File: config.mk
export PLATFORM = sky130hd
export DESIGN_NAME = ddr100_rd_cal
export DESIGN_NICKNAME = d
export VERILOG_FILES = /design/src/rtl/ddr100_rd_cal.sv
export SDC_FILE = /design/constraint.sdc
export NUM_CORES = 1
export LEC_CHECK = 0
export CAP_MARGIN = 40
export CORE_MARGIN = 4
export CORE_UTILIZATION = 63
export DETAILED_ROUTE_END_ITERATION = 12
export PLACE_DENSITY_LB_ADDON = 0.2
export SLEW_MARGIN = 20
export SYNTH_ARGS = -nofsm -noshare
export SYNTH_HDL_FRONTEND = slang
export SYNTH_SLANG_ARGS = --single-unit
File: constraint.sdc
create_clock -name clk100m -period 3.35 [get_ports clk100m]
set_clock_uncertainty 0.1 [all_clocks]
set_input_delay 0.67 -clock clk100m [delete_from_list [all_inputs] [get_ports clk100m]]
set_output_delay 0.67 -clock clk100m [all_outputs]
set_load 0.01 [all_outputs]
File: src/rtl/ddr100_rd_cal.sv
// ddr100_rd_cal -- read-capture calibration controller for one DDR100 DQ lane.
//
// On an accepted cal_start the block walks the one-hot capture select rsel
// across all NSEL positions. At each position it waits SETTLE cycles for the
// capture window pipeline to refill. It then issues TRIES known-pattern reads
// and compares every returned {p1,p0} beat against PATTERN. The per-position
// results go into pass_map. Finally rsel is parked at the centre of the
// longest contiguous passing window, scanning from low to high index with no
// wrap-around. If nothing passed, rsel returns to its pre-calibration value
// and cal_fail is set.
//
// Ports:
//   clk100m    in   PHY core clock, rising edge
//   phy_rst_n  in   asynchronous active-low reset
//   cal_start  in   start pulse, ignored while cal_busy
//   cal_busy   out  calibration in progress
//   cal_done   out  one-cycle end-of-calibration pulse
//   cal_fail   out  sticky: last calibration found no passing position
//   rd_req     out  read request to the command sequencer
//   rd_ack     in   read request accepted
//   rd_valid   in   rdata_p0/rdata_p1 carry a beat this cycle
//   rdata_p0   in   captured read data, phase 0
//   rdata_p1   in   captured read data, phase 1
//   rsel       out  one-hot capture select to the DQ lane
//   pass_map   out  per-position pass result of the last calibration
//   sel_idx    out  binary index of the set rsel bit
//   dbg_state  out  current FSM state, for observation only
//
// Handshake: rd_req is a level request. It stays high until the cycle in
// which rd_ack is sampled high, and it is low from the next cycle on. The
// requester never withdraws a request early, except on its own timeout. Data
// beats are accepted only in the DATA state, one beat per cycle with rd_valid
// high. The lane has no back-pressure.

module ddr100_rd_cal #(
  parameter int                 NSEL    = 12,
  parameter int                 BURST   = 4,
  parameter logic [2*BURST-1:0] PATTERN = 8'b0110_1001,
  parameter int                 TRIES   = 2,
  parameter int                 SETTLE  = 3,
  parameter int                 TMO     = 255
) (
  input  logic            clk100m,
  input  logic            phy_rst_n,
  input  logic            cal_start,
  output logic            cal_busy,
  output logic            cal_done,
  output logic            cal_fail,
  output logic            rd_req,
  input  logic            rd_ack,
  input  logic            rd_valid,
  input  logic            rdata_p0,
  input  logic            rdata_p1,
  output logic [NSEL-1:0] rsel,
  output logic [NSEL-1:0] pass_map,
  output logic [3:0]      sel_idx,
  output logic [3:0]      dbg_state
);

  localparam int IW = 4;
  localparam int PW = IW + 1;
  localparam int TW = $clog2(TMO + 1);
  localparam int BW = $clog2(BURST + 1);
  localparam int KW = $clog2(BURST);
  localparam int SW = $clog2(SETTLE + 1);
  localparam int RW = $clog2(TRIES + 1);

  localparam logic [IW-1:0] RST_IDX     = IW'(6);
  localparam logic [IW-1:0] IDX_LAST    = IW'(NSEL - 1);
  localparam logic [PW-1:0] PICK_END    = PW'(NSEL);
  localparam logic [TW-1:0] TMO_LAST    = TW'(TMO - 1);
  localparam logic [BW-1:0] BEAT_LAST   = BW'(BURST - 1);
  localparam logic [SW-1:0] SETTLE_LAST = SW'(SETTLE - 1);
  localparam logic [RW-1:0] TRY_LAST    = RW'(TRIES - 1);

  typedef enum logic [3:0] {
    S_IDLE, S_SET, S_WAIT, S_REQ, S_DATA, S_EVAL, S_NEXT, S_PICK, S_DONE
  } state_t;

  state_t          state, state_nxt;
  logic [IW-1:0]   idx;
  logic [NSEL-1:0] prev_sel;
  logic [IW-1:0]   prev_idx;
  logic [RW-1:0]   try_cnt;
  logic            err;
  logic [SW-1:0]   wait_cnt;
  logic [TW-1:0]   tmo_cnt;
  logic [BW-1:0]   beat_cnt;
  logic [PW-1:0]   pick_i;
  logic [IW-1:0]   run_start, run_len, best_start, best_len;

  logic [1:0]      beat_exp;
  logic            tmo_last, data_last, pick_bit;
  logic [IW-1:0]   cur_start, cur_len, centre;

  function automatic logic [NSEL-1:0] onehot(input logic [IW-1:0] i);
    return {{(NSEL-1){1'b0}}, 1'b1} << i;
  endfunction

  always_comb begin
    beat_exp  = PATTERN[{beat_cnt[KW-1:0], 1'b0} +: 2];
    tmo_last  = (tmo_cnt == TMO_LAST);
    data_last = rd_valid && (beat_cnt == BEAT_LAST);
    pick_bit  = pass_map[pick_i[IW-1:0]];
    // A run starts at the current scan position when no run is open.
    cur_start = (run_len == '0) ? pick_i[IW-1:0] : run_start;
    cur_len   = run_len + IW'(1);
    centre    = best_start + ((best_len - IW'(1)) >> 1);
  end

  // State register.
  always_ff @(posedge clk100m or negedge phy_rst_n) begin
    if (!phy_rst_n) state <= S_IDLE;
    else            state <= state_nxt;
  end

  // Next state and state-decoded outputs.
  always_comb begin
    state_nxt = state;
    rd_req    = 1'b0;
    cal_busy  = 1'b1;
    cal_done  = 1'b0;
    case (state)
      S_IDLE: begin
        cal_busy = 1'b0;
        if (cal_start) state_nxt = S_SET;
      end
      S_SET:  state_nxt = S_WAIT;
      S_WAIT: if (wait_cnt == SETTLE_LAST) state_nxt = S_REQ;
      S_REQ: begin
        rd_req = 1'b1;
        if (rd_ack)        state_nxt = S_DATA;
        else if (tmo_last) state_nxt = S_EVAL;
      end
      S_DATA: if (data_last || tmo_last) state_nxt = S_EVAL;
      S_EVAL: begin
        if (err || try_cnt == TRY_LAST) state_nxt = S_NEXT;
        else                            state_nxt = S_WAIT;
      end
      S_NEXT: state_nxt = (idx == IDX_LAST) ? S_PICK : S_SET;
      S_PICK: if (pick_i == PICK_END) state_nxt = S_DONE;
      S_DONE: begin
        cal_busy  = 1'b0;
        cal_done  = 1'b1;
        state_nxt = S_IDLE;
      end
      default: state_nxt = S_IDLE;
    endcase
  end

  assign dbg_state = state;

  // Datapath: select, counters, pass map and window search.
  always_ff @(posedge clk100m or negedge phy_rst_n) begin
    if (!phy_rst_n) begin
      rsel       <= onehot(RST_IDX);
      sel_idx    <= RST_IDX;
      pass_map   <= '0;
      cal_fail   <= 1'b0;
      idx        <= '0;
      prev_sel   <= '0;
      prev_idx   <= '0;
      try_cnt    <= '0;
      err        <= 1'b0;
      wait_cnt   <= '0;
      tmo_cnt    <= '0;
      beat_cnt   <= '0;
      pick_i     <= '0;
      run_start  <= '0;
      run_len    <= '0;
      best_start <= '0;
      best_len   <= '0;
    end else begin
      case (state)
        S_IDLE: begin
          if (cal_start) begin
            prev_sel <= rsel;
            prev_idx <= sel_idx;
            pass_map <= '0;
            cal_fail <= 1'b0;
            idx      <= '0;
          end
        end
        S_SET: begin
          rsel     <= onehot(idx);
          sel_idx  <= idx;
          try_cnt  <= '0;
          err      <= 1'b0;
          wait_cnt <= '0;
        end
        S_WAIT: begin
          wait_cnt <= wait_cnt + SW'(1);
          tmo_cnt  <= '0;
        end
        S_REQ: begin
          tmo_cnt  <= tmo_cnt + TW'(1);
          beat_cnt <= '0;
          if (!rd_ack && tmo_last) err <= 1'b1;
        end
        S_DATA: begin
          tmo_cnt <= tmo_cnt + TW'(1);
          if (rd_valid) begin
            beat_cnt <= beat_cnt + BW'(1);
            if ({rdata_p1, rdata_p0} != beat_exp) err <= 1'b1;
          end
          // The timeout only counts when the burst did not complete this cycle.
          if (tmo_last && !data_last) err <= 1'b1;
        end
        S_EVAL: begin
          wait_cnt <= '0;
          if (err) begin
            pass_map[idx] <= 1'b0;
          end else begin
            try_cnt <= try_cnt + RW'(1);
            if (try_cnt == TRY_LAST) pass_map[idx] <= 1'b1;
          end
        end
        S_NEXT: begin
          if (idx != IDX_LAST) idx <= idx + IW'(1);
          pick_i     <= '0;
          run_start  <= '0;
          run_len    <= '0;
          best_start <= '0;
          best_len   <= '0;
        end
        S_PICK: begin
          if (pick_i != PICK_END) begin
            pick_i <= pick_i + PW'(1);
            if (pick_bit) begin
              run_start <= cur_start;
              run_len   <= cur_len;
              // Strictly longer only, so the earliest of equal runs wins.
              if (cur_len > best_len) begin
                best_start <= cur_start;
                best_len   <= cur_len;
              end
            end else begin
              run_len <= '0;
            end
          end else if (best_len != '0) begin
            rsel    <= onehot(centre);
            sel_idx <= centre;
          end else begin
            cal_fail <= 1'b1;
            rsel     <= prev_sel;
            sel_idx  <= prev_idx;
          end
        end
        default: ;
      endcase
    end
  end

endmodule
==> Word-level counts from Yosys, hierarchy flattened <==
Cells that the tools add are included.
{ "totals": {"reg_bits": 90, "out_inout_bits": 36, "wordCells": 168} }
{ "op_classes": {"addsub": 9, "magnitude_cmp": 4, "eq_ne": 34, "shifts": 3, "n_mux": 61, "bitwise": 3, "reduce_logical": 36} }
{ "ops": {"columns": ["operator", "count"], "rows": [
  ["4-bit two-way mux", 21],
  ["12-bit two-way mux", 5],
  ["12-bit case mux with 2 select lines", 2],
  ["4-bit case mux with 2 select lines", 6],
  ["4-bit case mux with 8 select lines", 1],
  ["2-bit inequality test (second input constant)", 13],
  ["1-bit by 4-bit left shift with 12-bit output (first input constant)", 2],
  ["2-bit nonzero test", 9],
  ["4-bit by 3-bit == test with 1-bit output (second input constant)", 4],
  ["8-bit case mux with 2 select lines", 1],
  ["12-bit AND", 1],
  ["1-bit two-way mux", 12],
  ["3-bit inequality test (second input constant)", 4],
  ["12-bit inverter", 1],
  ["12-bit OR", 1],
  ["4-bit AND reduction", 3],
  ["4-bit by 5-bit < comparator with 1-bit output (second input constant)", 2],
  ["5-bit case mux with 2 select lines", 1],
  ["2-bit AND reduction", 5],
  ["3-bit two-way mux", 3],
  ["3-bit AND reduction", 3],
  ["4-bit by 1-bit adder with 4-bit output (second input constant)", 2],
  ["8-bit by 1-bit adder with 8-bit output (second input constant)", 1],
  ["4-bit by 2-bit == test with 1-bit output (second input constant)", 2],
  ["34 further kinds", 45]
]} }

==> Logic depth before layout (Yosys ltp) <==
Gate-level depths: netlist (run 1).
{ "logic_depth": {"word_depth": 8, "depth_mapped": 11} }

==> Worst setup path before layout (run 1) <==
No wires, ideal clock.
{ "synth_path": {"kind": "register to register", "startpoint": "reg best_len[0]", "endpoint": "reg sel_idx[2]", "setup_time_ns": 0.082, "t_arrival_ns": 2.116, "required_ns": 3.168, "setup_slack_ns": 1.052, "stages_incl_launch_ff": 12, "n_path_buf": 0, "cell_sequence": "dfrtp_1 > inv_1 > ha_1 > inv_1 > ha_1 > inv_1 > fa_1 > xnor2_1 > nor2b_1 > a211oi_1 > a21oi_1 > mux2_2"} }
{ "synth_via": {"elab_chain_cells": 5, "elab_cells_between_ends": 6} }
{ "synth_rtl": {"columns": ["item", "line_no", "text"], "rows": [
  ["from (decl)", "90", "logic [IW-1:0] run_start, run_len, best_start, best_len;"],
  ["from (signal assigned)", "235", "best_len <= cur_len;"],
  ["4-bit by 1-bit subtractor with 4-bit output", "108", "centre = best_start + ((best_len - IW'(1)) >> 1);"],
  ["4-bit by 3-bit adder with 4-bit output", "108", null],
  ["4-bit two-way mux *", "240", "end else if (best_len != '0) begin"],
  ["4-bit two-way mux *", "227", "if (pick_i != PICK_END) begin"],
  ["4-bit case mux with 2 select lines *", "174", "case (state)"],
  ["to (signal assigned)", "186", "sel_idx <= idx;"],
  ["to (signal assigned)", "242", "sel_idx <= centre;"],
  ["to (signal assigned)", "246", "sel_idx <= prev_idx;"],
  ["to (decl)", "56", "output logic [3:0] sel_idx,"]
]} }
Mark *: on every way between the ends. The rest lies on a longest branch, timed or not. The select of a mux whose other input is x is not followed.
A chain may end at the register's enable or synchronous reset.

==> Worst setup path after layout (run 1) <==
{ "layout_path": {"startpoint": "reg state[2], in the netlist dbg_state[2]", "endpoint": "out rd_req"} }
{ "layout_via": {"elab_chain_cells": 2} }
{ "layout_rtl": {"columns": ["item", "line_no", "text"], "rows": [
  ["from (decl)", "80", "state_t state, state_nxt;"],
  ["from (signal assigned)", "114", "else state <= state_nxt;"],
  ["4-bit by 2-bit == test with 1-bit output", "123", "case (state)"],
  ["1-bit two-way mux", "123", null],
  ["to (decl)", "49", "output logic rd_req,"]
]} }
Every way passes these cells.

==> results of run 1 <==
[cell usage after synthesis (all sizes together), types with 3 or more instances]
cell type,n,area (um^2)
nand3,37,185
o211ai,6,50.1
a21o,4,30.0
a21oi,18,90.1
inv,28,105
nor3,3,15.0
nand4,7,58.8
nor2,42,158
nor3b,3,27.5
nand2,83,312
a221oi,3,32.5
nand2b,6,37.5
mux2i,26,260
xor2,5,43.8
a22o,6,52.6
clkbuf,8,30.0
buf,19,106
dfstp,3,78.8
o21ai,21,105
a31oi,10,62.6
and2,5,33.8
a41oi,4,35.0
dfrtp,87,2180
nor2b,12,82.6
mux2,5,60.1
ha,24,300
a32oi,8,70.1
o31ai,3,22.5
xnor2,6,52.6
o2bb2ai,6,52.6
a32o,6,60.1
nand3b,3,22.5
[power breakdown]
part / internal, mW / total, mW / switching [mW] / leakage [nW]
clock: 0.436 / 0.861 / 0.425 / 0.117
combinational: 1.11 / 2.53 / 1.42 / 1.35
sequential: 1.46 / 1.89 / 0.435 / 1.18
total: 3.00 / 5.28 / 2.28 / 2.65
[area by class of cell]
type / count / area (um^2)
inverters: 29 / 109
clock buffers: 9 / 124
clock inverters: 7 / 106
well taps: 102 / 128
flip-flops and latches: 90 / 2260
fillers: 559 / 1970
repair buffers: 53 / 520
multi-input cells: 392 / 2600
[logic make-up after synthesis]
kind of cell | Yosys count | share of synthesized area, %
compound gates | 105 | 14.6
xor+xnor | 11 | 1.89
fa+ha+maj | 25 | 6.28
buf+inv | 56 | 4.81
flops | 90 | 44.2
mux | 33 | 7.17
simple gates | 218 | 21.0
[metrics by stage]
stage                     setup WS, ps  power, mW
after CTS                          360       5.25
after detailed placement           721       4.37
after global placement             815       4.29
after global routing               190       5.64
after floorplan                   1050       3.50
final                              360       5.28
[how the worst max path moves through the flow]
stage	from	to	slack (ps)	cells past startpoint
2_1_floorplan	best_len[0]$_DFFE_PN0P_	sel_idx[2]$_DFFE_PN1P_	1050	11
3_3_place_gp	dbg_state[2]$_DFFE_PN0P_	rd_req	810	4
3_5_place_dp	best_len[1]$_DFFE_PN0P_	rsel[1]$_DFFE_PN0P_	720	9
4_1_cts	dbg_state[2]$_DFFE_PN0P_	rd_req	360	4
5_1_grt	dbg_state[2]$_DFFE_PN0P_	rd_req	190	4
6_report	dbg_state[2]$_DFFE_PN0P_	rd_req	360	4
[state kept, by name, summed over array words and instances (netlist names)]
name	flops
beat_cnt	3
best_len	4
best_start	4
cal_fail	1
dbg_state	4
err	1
idx	4
pass_map	12
pick_i	5
prev_idx	4
prev_sel	12
rsel	12
run_len	4
run_start	4
sel_idx	4
tmo_cnt	8
try_cnt	2
wait_cnt	2
[metal layers]
layer,part of all wire [%],vias to the layer above,global-route usage [%]
met5,0,-,0
met4,2.3,0,9.16
met3,7.2,27,6.00
met2,47,188,41.0
met1,43,2067,35.0
li1,-,1983,-
[critical path, cell delays in order (launching register included)]
cell             delay [ps]
dfrtp_1                 610
nor2_1                  340
nand3_1                 200
inv_1                   160
clkdlybuf4s50_1         550
==> impl_metrics.py, run 1 <==
metrics = {
    "timing": {
        "hold_violations": 0,
        "whs_ps": 211,
        "worst_slew_pin_slew_ps": 766,
        "min_period_over_period_pct": 89.3,
        "layout_min_cycle_time_ps": 2990,
        "setup_violations": 0,
        "rsz0062_at_grt": "false",
        "relSlewSlack_pct": 48.8,
        "max_clock_freq_mhz": 334,
        "finalMaxSlewViolations": 0,
        "setup_tns_ps": 0,
    },
    "worst_setup_path": {
        "crit_required_ps": 2580,
        "ff2ff_path_depth": 9,
        "r2r-start": "best_len[0]$_DFFE_PN0P_",
        "rrSetupSlack_ps": 660,
        "start_kind": "flop",
        "arrival_ps": 2220,
        "critPathMaxFanout": 22,
        "crit_path_end_kind": "output pin",
        "rr_endpoint": "rsel[5]$_DFFE_PN0P_",
        "critical_path_class": "reg -> out",
    },
    "clock_network": {
        "cts_tree": "yes",
        "cts.sinks": 90,
        "ctsHtreeMaxLevel": 3,
        "numCtsBuffers": 9,
        "cts-root-buf": "clkbuf_8",
        "cts_setup_buffers": 0,
        "clk_pin_slew_ps": 100,
        "clk_path_buf_depth": 2,
        "cts_resized": 0,
        "clkLatencyLatePin_ps": 360,
        "ctsHoldBuffers": 0,
    },
    "place": {
        "dp_cells": 665,
        "detailed_place.area_um2": 5600,
        "dp.final_hpwl_um": 8310,
        "portBuffers": 42,
        "routabilityCongestion": 0.851,
    },
    "global_route": {
        "antenna_found_initial": 0,
        "grt_pass1_vias": 4179,
        "grt_pass1_wl_um": 20200,
        "grt_usage_pct": 25.8,
        "grt_max_degree": 91,
        "grt_overflow": 0,
    },
    "floorplan": {
        "fp.coreArea_um2": 7810,
        "die_x_um": 98.0,
        "die_h_um": 98.0,
        "placementRows": 32,
        "die_area_um2": 9600,
        "io_pins": 43,
        "initial_utilization_pct": 65.3,
    },
    "synth": {
        "async_reset_ff_share_pct": 100,
        "synth_nets": 570,
        "ys_seq_elements": 90,
        "synth_cells": 538,
        "dominantRegCellSynth": "dfrtp_1",
        "synth-edff-count": 0,
        "postSynthAreaPerCell_um2": 9.48,
        "ys_warn_count": 0,
        "ys_seq_area_share_pct": 44.2,
        "synthDistinctLibCells": 68,
        "synthesis.area_um2": 5100,
    },
    "pwr": {
        "max-vdd-ir-drop_uv": 465,
        "power_leakage_nw": 2.65,
        "p_per_area_nw_per_um2": 904,
    },
    "route": {
        "ant_nets": 0,
        "drt_wl_total_um": 12100,
        "via_per_inst": 6.25,
        "vias": 4265,
        "wl_per_cell_um": 17.8,
        "drtPass1Iterations": 5,
        "drc": 0,
        "drtIter0Drc": 284,
    },
    "finish": {
        "layout-drive-gt1-share_pct": 8.10,
        "area_growth_pct": 14.6,
        "layout_commonest_cell": "dfrtp_1",
        "fin_nets": 607,
        "fin_area_um2": 5840,
        "final_cell_mix": "dfrtp_1, nand2_1, nor2_1",
        "fin_cells": 682,
        "antenna_cells": 0,
        "fin_util_pct": 74.8,
    },
    "status": {
        "status": "finished, final reports clean",
    },
    "min_path": {
        "hold_path.class": "in -> async",
    },
    "job": {
        "maxCapViolations": 0,
    },
}
(Power assumes the default switching activity.)
==> run 2: changes to the inputs <==
- SLEW_MARGIN: 20 -> not set
==> run 2 against run 1 <==
  * Final cell count decreased by 0.15%
  * Global-route usage unchanged
  * Power shrank 0.18%
  * Sequential share of layout area rose by 0.10 points
  * Register-to-register slack is essentially flat
  * Critical path depth unchanged
  * Largest cell class unchanged
  * Clock power about the same
  * Critical path type unchanged
  * Die area did not move
  * Cell area decreased by 0.26%
  * Count of clock-buffer cells in the layout unchanged
  * Sequential cell count is the same
==> impl_metrics.py, run 2 (synthesis gave the netlist of run 1 again) <==
metrics = {
    "worst_setup_path": {
        "cp_cell_sequence": "nor2_1, nand3_1, inv_1, clkdlybuf4s50_1",
        "slowest_delay_ps": 610,
        "crit_required_ps": 2580,
        "arrival_ps": 2220,
        "cp_slowest_cell": "dfrtp_1",
        "critical_path_class": "reg -> out",
        "crit_path_end_kind": "output pin",
        "start_kind": "flop",
        "critPathMaxFanout": 22,
    },
    "min_path": {
        "hold_path.class": "in -> async",
    },
    "finish": {
        "fin_nets": 606,
        "layout-drive-gt1-share_pct": 7.94,
        "seq_area_um2": 2260,
        "fillCellCount": 563,
        "final_cell_mix": "dfrtp_1, nand2_1, nor2_1",
        "antenna_cells": 0,
        "area_growth_pct": 14.3,
        "multi_input_area_um2": 2600,
        "layout_commonest_cell": "dfrtp_1",
        "reg_top3": "pass_map: 12 flops, prev_sel: 12 flops, rsel: 12 flops",
    },
    "place": {
        "dp_slack_ps": 721,
        "portBuffers": 42,
        "routabilityCongestion": 0.851,
        "dp.final_hpwl_um": 8310,
    },
    "timing": {
        "setup_tns_ps": 0,
        "hold_violations": 0,
        "max_clock_freq_mhz": 334,
        "setup_slack_ps": 360,
        "layout_min_cycle_time_ps": 2990,
        "min_period_over_period_pct": 89.3,
        "relSlewSlack_pct": 45.0,
        "setup_violations": 0,
        "rsz0062_at_grt": "false",
        "worst_slew_pin_slew_ps": 823,
        "finalMaxSlewViolations": 0,
    },
    "clock_network": {
        "clkLatencyLatePin_ps": 370,
        "clk_path_buf_depth": 2,
        "cts.sinks": 90,
        "ctsHtreeMaxLevel": 3,
        "cts_setup_buffers": 0,
        "numCtsBuffers": 9,
        "clk_pin_slew_ps": 100,
        "ctsHoldBuffers": 0,
        "cts_resized": 0,
        "cts-root-buf": "clkbuf_8",
        "cts_tree": "yes",
    },
    "job": {
        "maxCapViolations": 0,
    },
    "route": {
        "wl_per_cell_um": 17.7,
        "ant_nets": 0,
        "met1_length_um": 5250,
        "drtIter0Drc": 314,
        "wl_met2_um": 5700,
        "vias": 4229,
        "drt_wl_total_um": 12100,
        "top_layer": "met4",
        "via_per_inst": 6.21,
        "drc": 0,
        "dr_wl_met3_um": 819,
        "drtPass1Iterations": 5,
    },
    "floorplan": {
        "die_x_um": 98.0,
        "die_area_um2": 9600,
        "placementRows": 32,
        "fp.coreArea_um2": 7810,
        "io_pins": 43,
        "initial_utilization_pct": 65.3,
        "die_h_um": 98.0,
    },
    "pwr": {
        "power_leakage_nw": 2.64,
        "p_per_area_nw_per_um2": 905,
        "max-vdd-ir-drop_uv": 473,
    },
    "status": {
        "status": "finished, final reports clean",
    },
    "global_route": {
        "antenna_found_initial": 0,
        "grt_overflow": 0,
        "grt_usage_pct": 25.8,
        "grt_pass1_wl_um": 20200,
        "grt_max_degree": 91,
        "grt_pass1_vias": 4179,
    },
}
[run 2: cell count changes in the layout (fill, tap and decap cells not counted)]
| cell | previous run | this run |
|---|---|---|
| buf_8 | 1 | 0 |
[run 2: worst max-delay path, delay by kind of cell (launching register included)]
kind                   cells  cell delay, ps
flip-flops                 1             610
AND/OR/NAND/NOR            2             540
buffers and inverters      2             710
[run 2: power breakdown]
part	switching [mW]	leakage, nW	internal [mW]
Combinational	1.42	1.34	1.10
Clock	0.427	0.117	0.436
Sequential	0.431	1.18	1.46
[run 2: routing by layer]
| metal | global-route usage (%) | vias up |
|---|---|---|
| li1 | - | 1990 |
| met1 | 35.0 | 2033 |
| met2 | 41.0 | 181 |
| met3 | 6.00 | 25 |
| met4 | 9.16 | 0 |
| met5 | 0 | - |
[run 2: per-stage QoR]
stage	total power [mW]	hold slack, ps	area, um^2	util (%)	instances
6_report	5.27	210	5830	74.6	681
5_1_grt	5.63	244	5830	74.6	681
4_1_cts	5.25	252	5830	74.6	681
3_5_place_dp	4.37	360	5600	71.7	665
3_3_place_gp	4.29	356	5600	71.7	665
2_1_floorplan	3.50	274	5100	-	538
[run 2: path summary, 6_finish.rpt]
check | from | end | slack, ps | cells past startpoint
hold reg to reg | tmo_cnt[4]$_DFFE_PN0P_ | tmo_cnt[4]$_DFFE_PN0P_ | 380 | 1
min in group clk100m | tmo_cnt[4]$_DFFE_PN0P_ | tmo_cnt[4]$_DFFE_PN0P_ | 380 | 1
setup reg to reg | best_len[0]$_DFFE_PN0P_ | rsel[2]$_DFFE_PN0P_ | 660 | 9
hold / removal | phy_rst_n | run_len[2]$_DFFE_PN0P_ | 210 | 2
setup / recovery | dbg_state[2]$_DFFE_PN0P_ | rd_req | 360 | 4
max in group asynchronous | phy_rst_n | rsel[6]$_DFFE_PN1P_ | 2530 | 2
[run 2: layout make-up]
class / count / area share (%)
Tap cell: 102 / 2.19
Timing Repair Buffer: 52 / 8.68
Sequential cell: 90 / 38.7
Clock inverter: 7 / 1.83
Clock buffer: 9 / 2.13
Multi-Input combinational cell: 392 / 44.6
Inverter: 29 / 1.87
